$ cat src/rtl/siren_phase_meter_if.sv
// Signal bundle between the siren/divider square-wave pair and its phase meter.
// The master drives the complementary pair and observes the measurement;
// the slave (the meter) samples the pair and reports.
interface siren_phase_meter_if #(
  parameter int CNT_W = 27
);
  logic             sig_a;
  logic             sig_b;
  logic [CNT_W-1:0] half_period;
  logic             level;
  logic             meas_valid;
  logic             timeout;
  logic             comp_err;

  modport master (
    output sig_a, sig_b,
    input  half_period, level, meas_valid, timeout, comp_err
  );

  modport slave (
    input  sig_a, sig_b,
    output half_period, level, meas_valid, timeout, comp_err
  );
endinterface

$ cat src/rtl/siren_phase_meter.sv
// Receive-side monitor for the complementary slow square-wave pair.
// Synchronizes sig_a/sig_b, measures every half-period of sig_a in clk
// cycles, strobes each result, flags loss of toggling and flags the pair
// failing to stay complementary.
module siren_phase_meter #(
  parameter int CNT_W   = 27,
  parameter int TIMEOUT = 125000000,
  parameter int GLITCH  = 4
) (
  input  logic                clk,
  input  logic                rst_n,
  siren_phase_meter_if.slave  mon_if
);

  localparam int MIS_W = $clog2(GLITCH + 2);
  localparam logic [CNT_W-1:0] TIMEOUT_C = CNT_W'(TIMEOUT);
  localparam logic [MIS_W-1:0] GLITCH_C  = MIS_W'(GLITCH);

  typedef enum logic {
    ST_IDLE,
    ST_MEASURE
  } state_e;

  // Synchronizer and edge-history registers
  logic sa1_q, sa2_q, sb1_q, sb2_q, sa_prev_q;

  // Measurement FSM state
  state_e           state_q, state_d;
  logic [CNT_W-1:0] count_q, count_d;
  logic [CNT_W-1:0] half_period_q, half_period_d;
  logic             level_q, level_d;
  logic             meas_valid_q, meas_valid_d;
  logic             timeout_q, timeout_d;

  // Complement checker state
  logic [MIS_W-1:0] mis_cnt_q, mis_cnt_d;
  logic             comp_err_q, comp_err_d;

  logic sa_edge;
  logic pair_eq;

  // Two-flop synchronizers for both inputs; sa_prev_q keeps last synced sig_a.
  // sig_b resets high so the reset state is already a valid complementary pair.
  always_ff @(posedge clk or negedge rst_n) begin
    // NOTE: sequential state uses non-blocking assignments so every flop
    // samples the pre-edge values regardless of statement order.
    if (!rst_n) begin
      sa1_q     <= 1'b0;
      sa2_q     <= 1'b0;
      sb1_q     <= 1'b1;
      sb2_q     <= 1'b1;
      sa_prev_q <= 1'b0;
    end else begin
      sa1_q     <= mon_if.sig_a;
      sa2_q     <= sa1_q;
      sb1_q     <= mon_if.sig_b;
      sb2_q     <= sb1_q;
      sa_prev_q <= sa2_q;
    end
  end

  assign sa_edge = sa2_q ^ sa_prev_q;
  assign pair_eq = (sa2_q == sb2_q);

  // Measurement FSM next-state and datapath: first edge arms, later edges report.
  always_comb begin
    // NOTE: every variable gets a default before the case so no path
    // leaves one unassigned, which would otherwise infer a latch.
    state_d       = state_q;
    count_d       = count_q;
    half_period_d = half_period_q;
    level_d       = level_q;
    meas_valid_d  = 1'b0;
    timeout_d     = timeout_q;

    case (state_q)
      ST_IDLE: begin
        // The partial half-period before the first edge is discarded.
        if (sa_edge) begin
          count_d   = CNT_W'(1);
          timeout_d = 1'b0;
          state_d   = ST_MEASURE;
        end
      end
      ST_MEASURE: begin
        // An edge on the same cycle the count hits the limit still reports.
        if (sa_edge) begin
          half_period_d = count_q;
          level_d       = sa_prev_q;
          meas_valid_d  = 1'b1;
          count_d       = CNT_W'(1);
        end else if (count_q == TIMEOUT_C) begin
          timeout_d = 1'b1;
          count_d   = '0;
          state_d   = ST_IDLE;
        end else begin
          count_d = count_q + 1'b1;
        end
      end
      default: begin
        state_d = ST_IDLE;
      end
    endcase
  end

  // Complement checker: count consecutive equal cycles, error on the one past GLITCH.
  always_comb begin
    mis_cnt_d  = '0;
    comp_err_d = comp_err_q;
    if (pair_eq) begin
      mis_cnt_d = (mis_cnt_q == GLITCH_C) ? mis_cnt_q : mis_cnt_q + 1'b1;
      if (mis_cnt_q == GLITCH_C) begin
        comp_err_d = 1'b1;
      end
    end
  end

  // State and output registers for the FSM and the complement checker.
  always_ff @(posedge clk or negedge rst_n) begin
    if (!rst_n) begin
      state_q       <= ST_IDLE;
      count_q       <= '0;
      half_period_q <= '0;
      level_q       <= 1'b0;
      meas_valid_q  <= 1'b0;
      timeout_q     <= 1'b0;
      mis_cnt_q     <= '0;
      comp_err_q    <= 1'b0;
    end else begin
      state_q       <= state_d;
      count_q       <= count_d;
      half_period_q <= half_period_d;
      level_q       <= level_d;
      meas_valid_q  <= meas_valid_d;
      timeout_q     <= timeout_d;
      mis_cnt_q     <= mis_cnt_d;
      comp_err_q    <= comp_err_d;
    end
  end

  assign mon_if.half_period = half_period_q;
  assign mon_if.level       = level_q;
  assign mon_if.meas_valid  = meas_valid_q;
  assign mon_if.timeout     = timeout_q;
  assign mon_if.comp_err    = comp_err_q;

endmodule

$ cat src/flat_wrapper.sv
// flat-port wrapper written by rule: the top's interface ports become plain ports
module siren_phase_meter_flat 
#(
  parameter int CNT_W   = 27,
  parameter int TIMEOUT = 125000000,
  parameter int GLITCH  = 4
)
  (clk, rst_n, mon_if_sig_a, mon_if_sig_b, mon_if_half_period, mon_if_level, mon_if_meas_valid, mon_if_timeout, mon_if_comp_err);
  siren_phase_meter_if #(.CNT_W(CNT_W)) mon_if_i ();
  input  logic clk;
  input  logic rst_n;
  input wire logic [$bits(mon_if_i.sig_a)-1:0] mon_if_sig_a;
  input wire logic [$bits(mon_if_i.sig_b)-1:0] mon_if_sig_b;
  output wire logic [$bits(mon_if_i.half_period)-1:0] mon_if_half_period;
  output wire logic [$bits(mon_if_i.level)-1:0] mon_if_level;
  output wire logic [$bits(mon_if_i.meas_valid)-1:0] mon_if_meas_valid;
  output wire logic [$bits(mon_if_i.timeout)-1:0] mon_if_timeout;
  output wire logic [$bits(mon_if_i.comp_err)-1:0] mon_if_comp_err;
  assign mon_if_i.sig_a = mon_if_sig_a;
  assign mon_if_i.sig_b = mon_if_sig_b;
  assign mon_if_half_period = mon_if_i.half_period;
  assign mon_if_level = mon_if_i.level;
  assign mon_if_meas_valid = mon_if_i.meas_valid;
  assign mon_if_timeout = mon_if_i.timeout;
  assign mon_if_comp_err = mon_if_i.comp_err;
  siren_phase_meter #(.CNT_W(CNT_W), .TIMEOUT(TIMEOUT), .GLITCH(GLITCH)) u_core (.clk(clk), .rst_n(rst_n), .mon_if(mon_if_i));
endmodule
$ cat config.mk
export PLATFORM = sky130hd
export DESIGN_NAME = siren_phase_meter_flat
export DESIGN_NICKNAME = d
export VERILOG_FILES = /design/src/rtl/siren_phase_meter_if.sv /design/src/rtl/siren_phase_meter.sv /design/src/flat_wrapper.sv
export SDC_FILE = /design/constraint.sdc
export NUM_CORES = 1
export LEC_CHECK = 0
export CELL_PAD_IN_SITES_DETAIL_PLACEMENT = 1
export CELL_PAD_IN_SITES_GLOBAL_PLACEMENT = 2
export CORE_MARGIN = 4
export CORE_UTILIZATION = 36
export CTS_CLUSTER_DIAMETER = 120
export DETAILED_ROUTE_END_ITERATION = 8
export HOLD_SLACK_MARGIN = 0.06
export PLACE_DENSITY_LB_ADDON = 0.1
export SLEW_MARGIN = 20
export SYNTH_ARGS = -nofsm -noshare
export SYNTH_HDL_FRONTEND = slang
export SYNTH_SLANG_ARGS = --single-unit
$ cat constraint.sdc
create_clock -name clk -period 2.6 [get_ports clk]
set_clock_uncertainty 0.05 [all_clocks]
set_input_delay 0.78 -clock clk [delete_from_list [all_inputs] [get_ports clk]]
set_output_delay 0.78 -clock clk [all_outputs]
set_load 0.03 [all_outputs]
## Word level (Yosys, flattened, before mapping)

Cells that the tools add are included.

- Bits in registers: 67
- Input bits: 4

- Add/subtract/negate cells: 2
- Equality and inequality tests: 7
- Muxes and demuxes: 15
- Bitwise operators: 2
- Reduce and logical (&&, ||, !) cells: 3

Operators by type and width:

| operator | count |
|---|---|
| $mux 27 | 3 |
| $pmux 27 s2 | 1 |
| $add 27x1->27 const B | 1 |
| $eq 27x27->1 const B | 1 |
| $mux 1 | 7 |
| $mux 3 | 2 |
| $ne 2x2->1 const B | 3 |
| $pmux 1 s2 | 2 |
| $reduce_and 2->1 | 2 |
| $add 3x1->3 const B | 1 |
| $eq 3x3->1 const B | 1 |
| $reduce_and 3->1 | 1 |
| $ne 2x1->1 const B | 1 |
| $eq 1x1->1 | 1 |
| $not 1->1 | 1 |
| $xor 1x1->1 | 1 |

## Logic depth before layout (Yosys ltp)

Gate-level depths: netlist of run 1.

- Depth in word-level cells: 4
- Depth in mapped cells: 7
- Mapped depth without buffers: 6

## Worst setup path after synthesis of run 1

No wires, ideal clock.

- Kind: reg2reg
- Start point: register u_core.count_q[6]
- End point: register u_core.count_q[24]
- Setup time: 78 ps
- Data arrival time: 1749 ps
- Data required time: 2472 ps
- Slack: 723 ps
- Stages on the path, launching flop included: 6
- Path buffers: 1
- Period minus slack after synthesis: 1877 ps
- Cell sequence: dfrtp_1 buf_4 nand4_1 or4_4 or4_1 a21oi_1

- Cells in the longest elaborated chain, start to end: 4
- Elaborated cells on any way between the ends: 5

RTL lines:

| item | line | text |
|---|---|---|
| start: declaration | siren_phase_meter.sv:29 | `logic [CNT_W-1:0] count_q, count_d;` |
| start signal: assignment | siren_phase_meter.sv:131 | `count_q <= count_d;` |
| $add 27x1->27 / $eq 27x27->1 (equally long branches) | siren_phase_meter.sv:97, siren_phase_meter.sv:92 |  |
| $mux 27 (*) | siren_phase_meter.sv:92 | `end else if (count_q == TIMEOUT_C) begin` |
| $mux 27 (*) | siren_phase_meter.sv:87 | `if (sa_edge) begin` |
| $pmux 27 s2 (*) | siren_phase_meter.sv:76 | `case (state_q)` |

Every way passes the cells marked *; elsewhere a longest branch is shown, timed or not.
A chain may end at the register's enable or synchronous reset.

## Worst setup path after layout of run 1

- Start point: register u_core.level_q, in the netlist u_core.mon_if.level
- End point: output port mon_if_level

RTL lines:

| item | line | text |
|---|---|---|
| start: declaration | siren_phase_meter.sv:31 | `logic level_q, level_d;` |
| start signal: assignment | siren_phase_meter.sv:133 | `level_q <= level_d;` |
| end: declaration | flat_wrapper.sv:15 | `output wire logic [$bits(mon_if_i.level)-1:0] mon_if_level;` |

No word-level cell between the ends.

==> summary.txt, run 1 <==
Cells and area
  • Nets: 369
  • Layout cells sized above 1: 17.2%
  • Synth-to-Final Area Change: 19.5%
  • Fillers: 1016
  • Antenna Diode Count: 0

Detailed routing
  • Top Layer Used: met4
  • DRC: 0
  • Via/cell ratio: 5.75
  • Final wirelength: 9020 um
  • Routed wire length on met3: 239 um
  • M1 WL: 4400 um
  • Drt pass-1 iters: 4
  • ANT nets after route: 0
  • WL per Instance: 19.0 um
  • Via count: 2727
  • DRT iter0 DRCs: 151
  • Met2 wire length: 4260 um

CTS
  • Num Clock Sinks: 67
  • Post-cts repair resize count: 0
  • TritonCTS buffer count: 9
  • CTS Root Cell: clkbuf_8
  • Clock slew at reported path FFs: 0.07 ns
  • Post-CTS setup buffers: 0
  • Clk Latency, worst-skew pair: 0.35 ns
  • Htree depth: 3
  • CTS Buffer Depth: 2
  • CTS tree: built
  • Post-CTS Hold Buffers: 0

Critical path
  • R2R Setup Slk: 0.48 ns
  • Critical path's largest stage delay: 0.68 ns
  • Top delay family on crit path: buffers and inverters
  • Reg2reg start: u_core.count_q[6]$_DFFE_PN0P_
  • Max FO, Critical Path: 3
  • Crit-path cells: clkdlybuf4s50_1
  • Crit start category: flip-flop
  • Buf+Inv Stages, Crit Path: 1
  • WP data required: 1.77 ns
  • Setup CP Type: reg -> out
  • Critical Path AT: 1.40 ns
  • Crit Reg-Reg Endpoint: u_core.count_q[24]$_DFFE_PN0P_
  • Crit end category: primary output
  • Slowest cell on crit path: clkdlybuf4s50_1
  • R2R depth: 4

Pwr
  • Part of the power in registers: 51.4%
  • Sw Ratio: 29.7%
  • P_int: 1.57 mW
  • Net load switching power: 663 uW
  • Worst VDD drop: 0.323 mV
  • Leak: 1.70 nW
  • Clk network pwr share: 33.6%
  • Comb pwr share: 15.0%
  • Power density cells: 562 nW/um2

Synth
  • Post-synth EDFFs: 0
  • Flops & latches, synth: 67
  • Synthesized cell area: 3320 um2
  • Synth warn: 0
  • Synth cell types: 46
  • Register area share after synthesis: 50.5%
  • Post-synth top flop: dfrtp_1
  • Average size of a mapped cell: 10.2 um2
  • Syn Nets: 334
  • Cells after Synth: 326
  • Async set or reset register ratio after synthesis: 100%

GRT
  • Overall Global Routing Usage: 17.5%
  • Vias in the first global route: 2816
  • Initial antenna violation count: 0
  • Largest net degree at the start of global routing: 68
  • Global route overflow: 0
  • Global-route wire length before repair: 15400 um

Run
  • MaxCap Viol Count: 0

Timing
  • Slew Limit Fails: 0
  • Tmin final: 2.23 ns
  • Unrepaired setup endpoints after global routing: no
  • Fin crit share: 85.7%
  • Maximum clock rate: 449 MHz
  • Slew at the pin closest to its max-slew limit: 0.695 ns
  • Fin. Hold Viols: 0
  • Fin worst setup slack: 0.371 ns
  • Max-slew headroom: 53.6%
  • Final hold slack: 0.300 ns
  • Post-route setup TNS: 0 ns
  • Setup violators final: 0

Floorplan
  • DIE WIDTH: 104 um
  • Die Ht: 104 um
  • Num ports: 35
  • Starting Density: 37.5%
  • Floorplan Core Area: 8850 um2
  • # rows: 34
  • Die ar.: 10800 um2

Hold path
  • WHS Endpoint: u_core.sa2_q$_DFF_PN0_
  • Worst Hold Class: reg -> reg
  • Hold Path Depth: 0
  • Worst hold path startpoint: u_core.sa1_q$_DFF_PN0_

Placement
  • HPWL after DPL: 6290 um
  • Placer Congestion: 0.778
  • Port bufs: 34
  • Post-Place Worst Slack: 0.510 ns

Outcome
  • Outcome: completed
-- synth_stat cells, types with 2 or more instances --
master / number / area [um2]
a21oi_1: 13 / 65.1
a31oi_1: 3 / 18.8
a41o_1: 5 / 50.1
and2_1: 3 / 18.8
and3_1: 4 / 25.0
and4_1: 5 / 43.8
buf_2: 6 / 30.0
buf_4: 4 / 30.0
clkbuf_1: 15 / 56.3
dfrtp_1: 65 / 1630
dfstp_2: 2 / 52.6
ha_1: 4 / 50.1
inv_1: 10 / 37.5
mux2_2: 22 / 248
nand2_1: 29 / 109
nand3_1: 29 / 145
nand4_1: 12 / 75.1
nand4b_1: 3 / 26.3
nor2_1: 13 / 48.8
nor3_1: 5 / 25.0
nor4_1: 6 / 37.5
o211ai_1: 6 / 45.0
o21ai_0: 13 / 65.1
o311ai_0: 3 / 26.3
o31ai_1: 9 / 67.6
or2_2: 2 / 12.5
or3_1: 5 / 31.3
or3_2: 2 / 15.0
or4_1: 8 / 60.1
xnor2_1: 3 / 26.3
xor2_1: 2 / 17.5
-- metal layers --
| metal | global-route usage (%) | vias up |
|---|---|---|
| li1 | - | 1285 |
| met1 | 25.0 | 1389 |
| met2 | 27.1 | 44 |
| met3 | 2.55 | 9 |
| met4 | 5.79 | 0 |
| met5 | 0 | - |
-- layout make-up --
type	count	area, um2	area share (%)
Clock buffer	13	139	3.50
Clock inverter	3	15.0	0.378
Inverter	10	37.5	0.946
Multi-Input combinational cell	222	1490	37.5
Sequential cell	67	1680	42.3
Tap cell	108	135	3.40
Timing Repair Buffer	51	475	12.0
-- power by group through the flow --
| stage | registers, mW | clock network [mW] | logic [mW] |
|---|---|---|---|
| final | 1.15 | 0.749 | 0.334 |
| after global routing | 1.16 | 0.818 | 0.371 |
| after CTS | 1.15 | 0.777 | 0.340 |
| after detailed placement | 1.17 | 0 | 0.338 |
| after global placement | 1.16 | 0 | 0.334 |
| after floorplan | 1.19 | 0 | 0.161 |
-- cells in the final DEF, fill, tap and decap left out, types with 3 or more instances in the layout --
| cell type | n |
|---|---|
| clkdlybuf4s50_1 | 33 |
| a31oi_1 | 3 |
| clkbuf_1 | 4 |
| nor4_1 | 6 |
| nand3_1 | 29 |
| clkinv_2 | 3 |
| or4_1 | 8 |
| o31ai_1 | 9 |
| a41o_1 | 5 |
| clkbuf_8 | 9 |
| o311ai_0 | 3 |
| dfrtp_1 | 65 |
| o21ai_0 | 13 |
| nand2_1 | 29 |
| or3_1 | 5 |
| a21oi_1 | 13 |
| nor3_1 | 5 |
| o211ai_1 | 6 |
| ha_1 | 4 |
| and3_1 | 4 |
| mux2_2 | 22 |
| and4_1 | 5 |
| nor2_1 | 13 |
| and2_1 | 3 |
| inv_1 | 10 |
| buf_4 | 16 |
| nand4b_1 | 3 |
| nand4_1 | 12 |
-- worst max-delay path by stage --
stage / from / endpoint / slack, ns / cells after the start
2_1_floorplan: u_core.count_q[6]$_DFFE_PN0P_ / u_core.count_q[24]$_DFFE_PN0P_ / 0.72 / 5
3_3_place_gp: u_core.count_q[6]$_DFFE_PN0P_ / u_core.count_q[24]$_DFFE_PN0P_ / 0.50 / 4
3_5_place_dp: u_core.count_q[6]$_DFFE_PN0P_ / u_core.count_q[24]$_DFFE_PN0P_ / 0.51 / 4
4_1_cts: u_core.mon_if.level$_DFFE_PN0P_ / mon_if_level / 0.34 / 1
5_1_grt: u_core.mon_if.level$_DFFE_PN0P_ / mon_if_level / 0.32 / 1
6_report: u_core.mon_if.level$_DFFE_PN0P_ / mon_if_level / 0.37 / 1
-- kinds of logic (layout without fill, tap and decap cells) --
| family | Yosys count | count (layout) | share of synthesized area (%) |
|---|---|---|---|
| flops | 67 | 67 | 50.5 |
| fa+ha+maj | 4 | 4 | 1.51 |
| xor+xnor | 5 | 5 | 1.32 |
| mux | 22 | 22 | 7.46 |
| compound gates | 59 | 59 | 12.0 |
| simple gates | 132 | 132 | 22.3 |
| buf+inv | 37 | 77 | 4.90 |
-- stage by stage --
step,std cells,total power [mW],utilization [%],area [um2]
after floorplan,326,1.35,-,3320
after global placement,458,1.50,43.1,3810
after detailed placement,458,1.51,43.1,3810
after CTS,474,2.26,44.9,3970
after global routing,474,2.35,44.9,3970
final,474,2.23,44.9,3970
(Power assumes the default switching activity.)
==> run 2: changes to the inputs <==
==> constraint.sdc (replaced) <==
create_clock -name clk -period 2.2 [get_ports clk]
set_clock_uncertainty 0.05 [all_clocks]
set_input_delay 0.66 -clock clk [delete_from_list [all_inputs] [get_ports clk]]
set_output_delay 0.66 -clock clk [all_outputs]
set_load 0.03 [all_outputs]
==> run 2 against run 1 <==
Compared with the run above:
- global-route usage up 0.43 points
- core utilization is 2.5 points higher
- die area unchanged
- power is 29% higher
- critical path depth unchanged
- non-clock buffer count grew 21
- count of clock-buffer cells in the layout did not move
- cell area is 5.5% higher
- routed wire length increased by 2.2%
- flip-flop and latch count did not move
- sequential share of layout area down 2.2 points
- register-to-register slack worse by 0.33 ns
- largest cell class unchanged
==> summary.txt, run 2 (synthesis gave the netlist of run 1 again) <==
GRT
  • M1 GR Usage: 24.1% (was 25.0%)
  • Met3 GRT Util: 4.22% (was 2.55%)
  • Vias in the first global route: 2955 (was 2816)
  • Global-route wire length before repair: 15600 um (was 15400 um)
  • Initial antenna violation count: 0 (unchanged)
  • Gr busiest metal: met2 (unchanged)
  • Largest net degree at the start of global routing: 68 (unchanged)
  • Global route overflow: 0 (unchanged)
  • GR Layer Usage met2: 28.2% (was 27.1%)
  • Overall Global Routing Usage: 17.9% (was 17.5%)

Cells and area
  • Synth-to-Final Area Change: 26.1% (was 19.5%)
  • Layout cells sized above 1: 23.0% (was 17.2%)
  • Nets: 390 (was 369)
  • Sequential cell area: 1680 um2 (about the same)
  • Commonest cells after routing, fill and taps aside: dfrtp_1 (63), buf_4 (37), clkdlybuf4s50_1 (33), nand2_1 (29), nand3_1 (29) (was dfrtp_1 (65), clkdlybuf4s50_1 (33), nand2_1 (29), nand3_1 (29), mux2_2 (22))
  • Antenna Diode Count: 0 (unchanged)
  • Fillers: 1013 (was 1016)
  • Footprint of the multi-input gates: 1490 um2 (unchanged)
  • Most common cell after layout, fill and taps aside: dfrtp_1 (unchanged)
  • Final std cells w/o fill: 495 (was 474)

Pwr
  • Power density cells: 686 nW/um2 (was 562 nW/um2)
  • Leak: 1.82 nW (was 1.70 nW)
  • Worst VDD drop: 0.388 mV (was 0.323 mV)

Critical path
  • Top delay family on crit path: buffers and inverters (unchanged)
  • WP data required: 1.49 ns (was 1.77 ns)
  • Crit Reg-Reg Endpoint: u_core.count_q[24]$_DFFE_PN0P_ (unchanged)
  • Setup CP Type: reg -> out (unchanged)
  • Critical Path AT: 1.42 ns (was 1.40 ns)
  • Critical path's largest stage delay: 0.69 ns (was 0.68 ns)
  • Crit start category: flip-flop (unchanged)
  • R2R Setup Slk: 0.15 ns (was 0.48 ns)
  • Slowest cell on crit path: clkdlybuf4s50_1 (unchanged)
  • End point of the critical path: mon_if_level (unchanged)
  • Reg2reg start: u_core.count_q[14]$_DFFE_PN0P_ (was u_core.count_q[6]$_DFFE_PN0P_)
  • Levels on crit path: 1 (unchanged)
  • Crit-path cells: clkdlybuf4s50_1 (unchanged)
  • Max FO, Critical Path: 3 (unchanged)
  • Buf+Inv Stages, Crit Path: 1 (unchanged)
  • R2R depth: 4 (unchanged)
  • CP startpoint: u_core.mon_if.level$_DFFE_PN0P_ (unchanged)
  • Crit end category: primary output (unchanged)

Timing
  • Fin worst setup slack: 0.0710 ns (was 0.371 ns)
  • Slew Limit Fails: 0 (unchanged)
  • Max-slew headroom: 49.0% (was 53.6%)
  • Maximum clock rate: 470 MHz
  • Fin. Hold Viols: 0 (unchanged)
  • Unrepaired setup endpoints after global routing: no (unchanged)
  • Tmin final: 2.13 ns
  • Final hold slack: 0.259 ns (was 0.300 ns)
  • Setup violators final: 0 (unchanged)
  • Fin crit share: 96.8%
  • Post-route setup TNS: 0 ns (unchanged)
  • Slew at the pin closest to its max-slew limit: 0.761 ns (was 0.695 ns)

Run
  • MaxCap Viol Count: 0 (unchanged)

Detailed routing
  • Final wirelength: 9210 um (was 9020 um)
  • Via/cell ratio: 5.68 (was 5.75)
  • WL per Instance: 18.6 um (was 19.0 um)
  • Drt pass-1 iters: 4 (unchanged)
  • DRC: 0 (unchanged)
  • DRT iter0 DRCs: 132 (was 151)
  • ANT nets after route: 0 (unchanged)
  • Via count: 2812 (was 2727)

CTS
  • Clk Latency, worst-skew pair: 0.36 ns (was 0.35 ns)
  • CTS tree: built (unchanged)
  • CTS Buffer Depth: 2 (unchanged)
  • Post-CTS Hold Buffers: 0 (unchanged)
  • Num Clock Sinks: 67 (unchanged)
  • TritonCTS buffer count: 9 (unchanged)
  • CTS Root Cell: clkbuf_8 (unchanged)
  • Clock slew at reported path FFs: 0.08 ns (was 0.07 ns)
  • Htree depth: 3 (unchanged)

Floorplan
  • Die ar.: 10800 um2 (unchanged)
  • Starting Density: 37.5% (unchanged)
  • # rows: 34 (unchanged)
  • Die Ht: 104 um (unchanged)
  • Num ports: 35 (unchanged)
  • Floorplan Core Area: 8850 um2 (unchanged)
  • DIE WIDTH: 104 um (unchanged)

Placement
  • Placer Congestion: 0.804 (was 0.778)
  • Port bufs: 34 (unchanged)
  • Dpl cells: 478 (was 458)
  • HPWL after DPL: 6670 um (was 6290 um)
  • Post-Place Worst Slack: 0.156 ns (was 0.510 ns)

Hold path
  • Worst Hold Class: in -> async (was reg -> reg)

Outcome
  • Outcome: completed (unchanged)
-- run 2: cell count changes in the layout (fill, tap and decap cells not counted) --
cell	delta
buf_4	+21
bufinv_16	+1
clkbuf_1	-3
clkbuf_8	+3
clkinv_2	-3
clkinvlp_4	+2
dfrtp_1	-2
dfrtp_2	+2
-- run 2: what timing repair did --
action | 4_1_cts | 5_1_grt
setup buffers | 0 | 1
endpoints found under the setup margin | 0 | 2
resized for setup | 0 | 2
-- run 2: per-stage QoR --
stage	instance area, um2	util [%]	power, mW
4_1_cts	4180	47.2	2.91
6_report	4190	47.3	2.87
2_1_floorplan	3320	-	1.60
3_3_place_gp	3970	44.8	1.79
3_5_place_dp	3970	44.8	1.79
5_1_grt	4190	47.3	3.01
-- run 2: report_power, final --
group,internal (mW),switching [mW],total [mW]
Combinational,0.168,0.254,0.422
Clock,0.617,0.490,1.11
Sequential,1.29,0.0507,1.34
Total,2.08,0.795,2.87
-- run 2: final cells by class --
cell class | count | area share (%)
sequential | 67 | 40.1
tap | 108 | 3.23
clock inverter | 3 | 1.08
timing repair buffer | 72 | 15.1
clock buffer | 13 | 4.03
multi-input combinational | 222 | 35.5
inverter | 10 | 0.896
-- run 2: worst min path at each step --
stage                      startpoint                                  endpoint  cells past startpoint
2_1_floorplan  u_core.sa1_q$_DFF_PN0_                    u_core.sa2_q$_DFF_PN0_                      0
3_3_place_gp   u_core.sa1_q$_DFF_PN0_                    u_core.sa2_q$_DFF_PN0_                      0
3_5_place_dp   u_core.sa1_q$_DFF_PN0_                    u_core.sa2_q$_DFF_PN0_                      0
4_1_cts                         rst_n        u_core.mon_if.meas_valid$_DFF_PN0_                      2
5_1_grt                         rst_n        u_core.mon_if.meas_valid$_DFF_PN0_                      2
6_report                        rst_n  u_core.mon_if.half_period[0]$_DFFE_PN0P_                      2
-- run 2: per-layer routing --
metal,up-vias,share of wire [%]
met5,-,0
met4,0,1.8
met3,15,4.1
met2,70,46
met1,1410,48
li1,1317,-
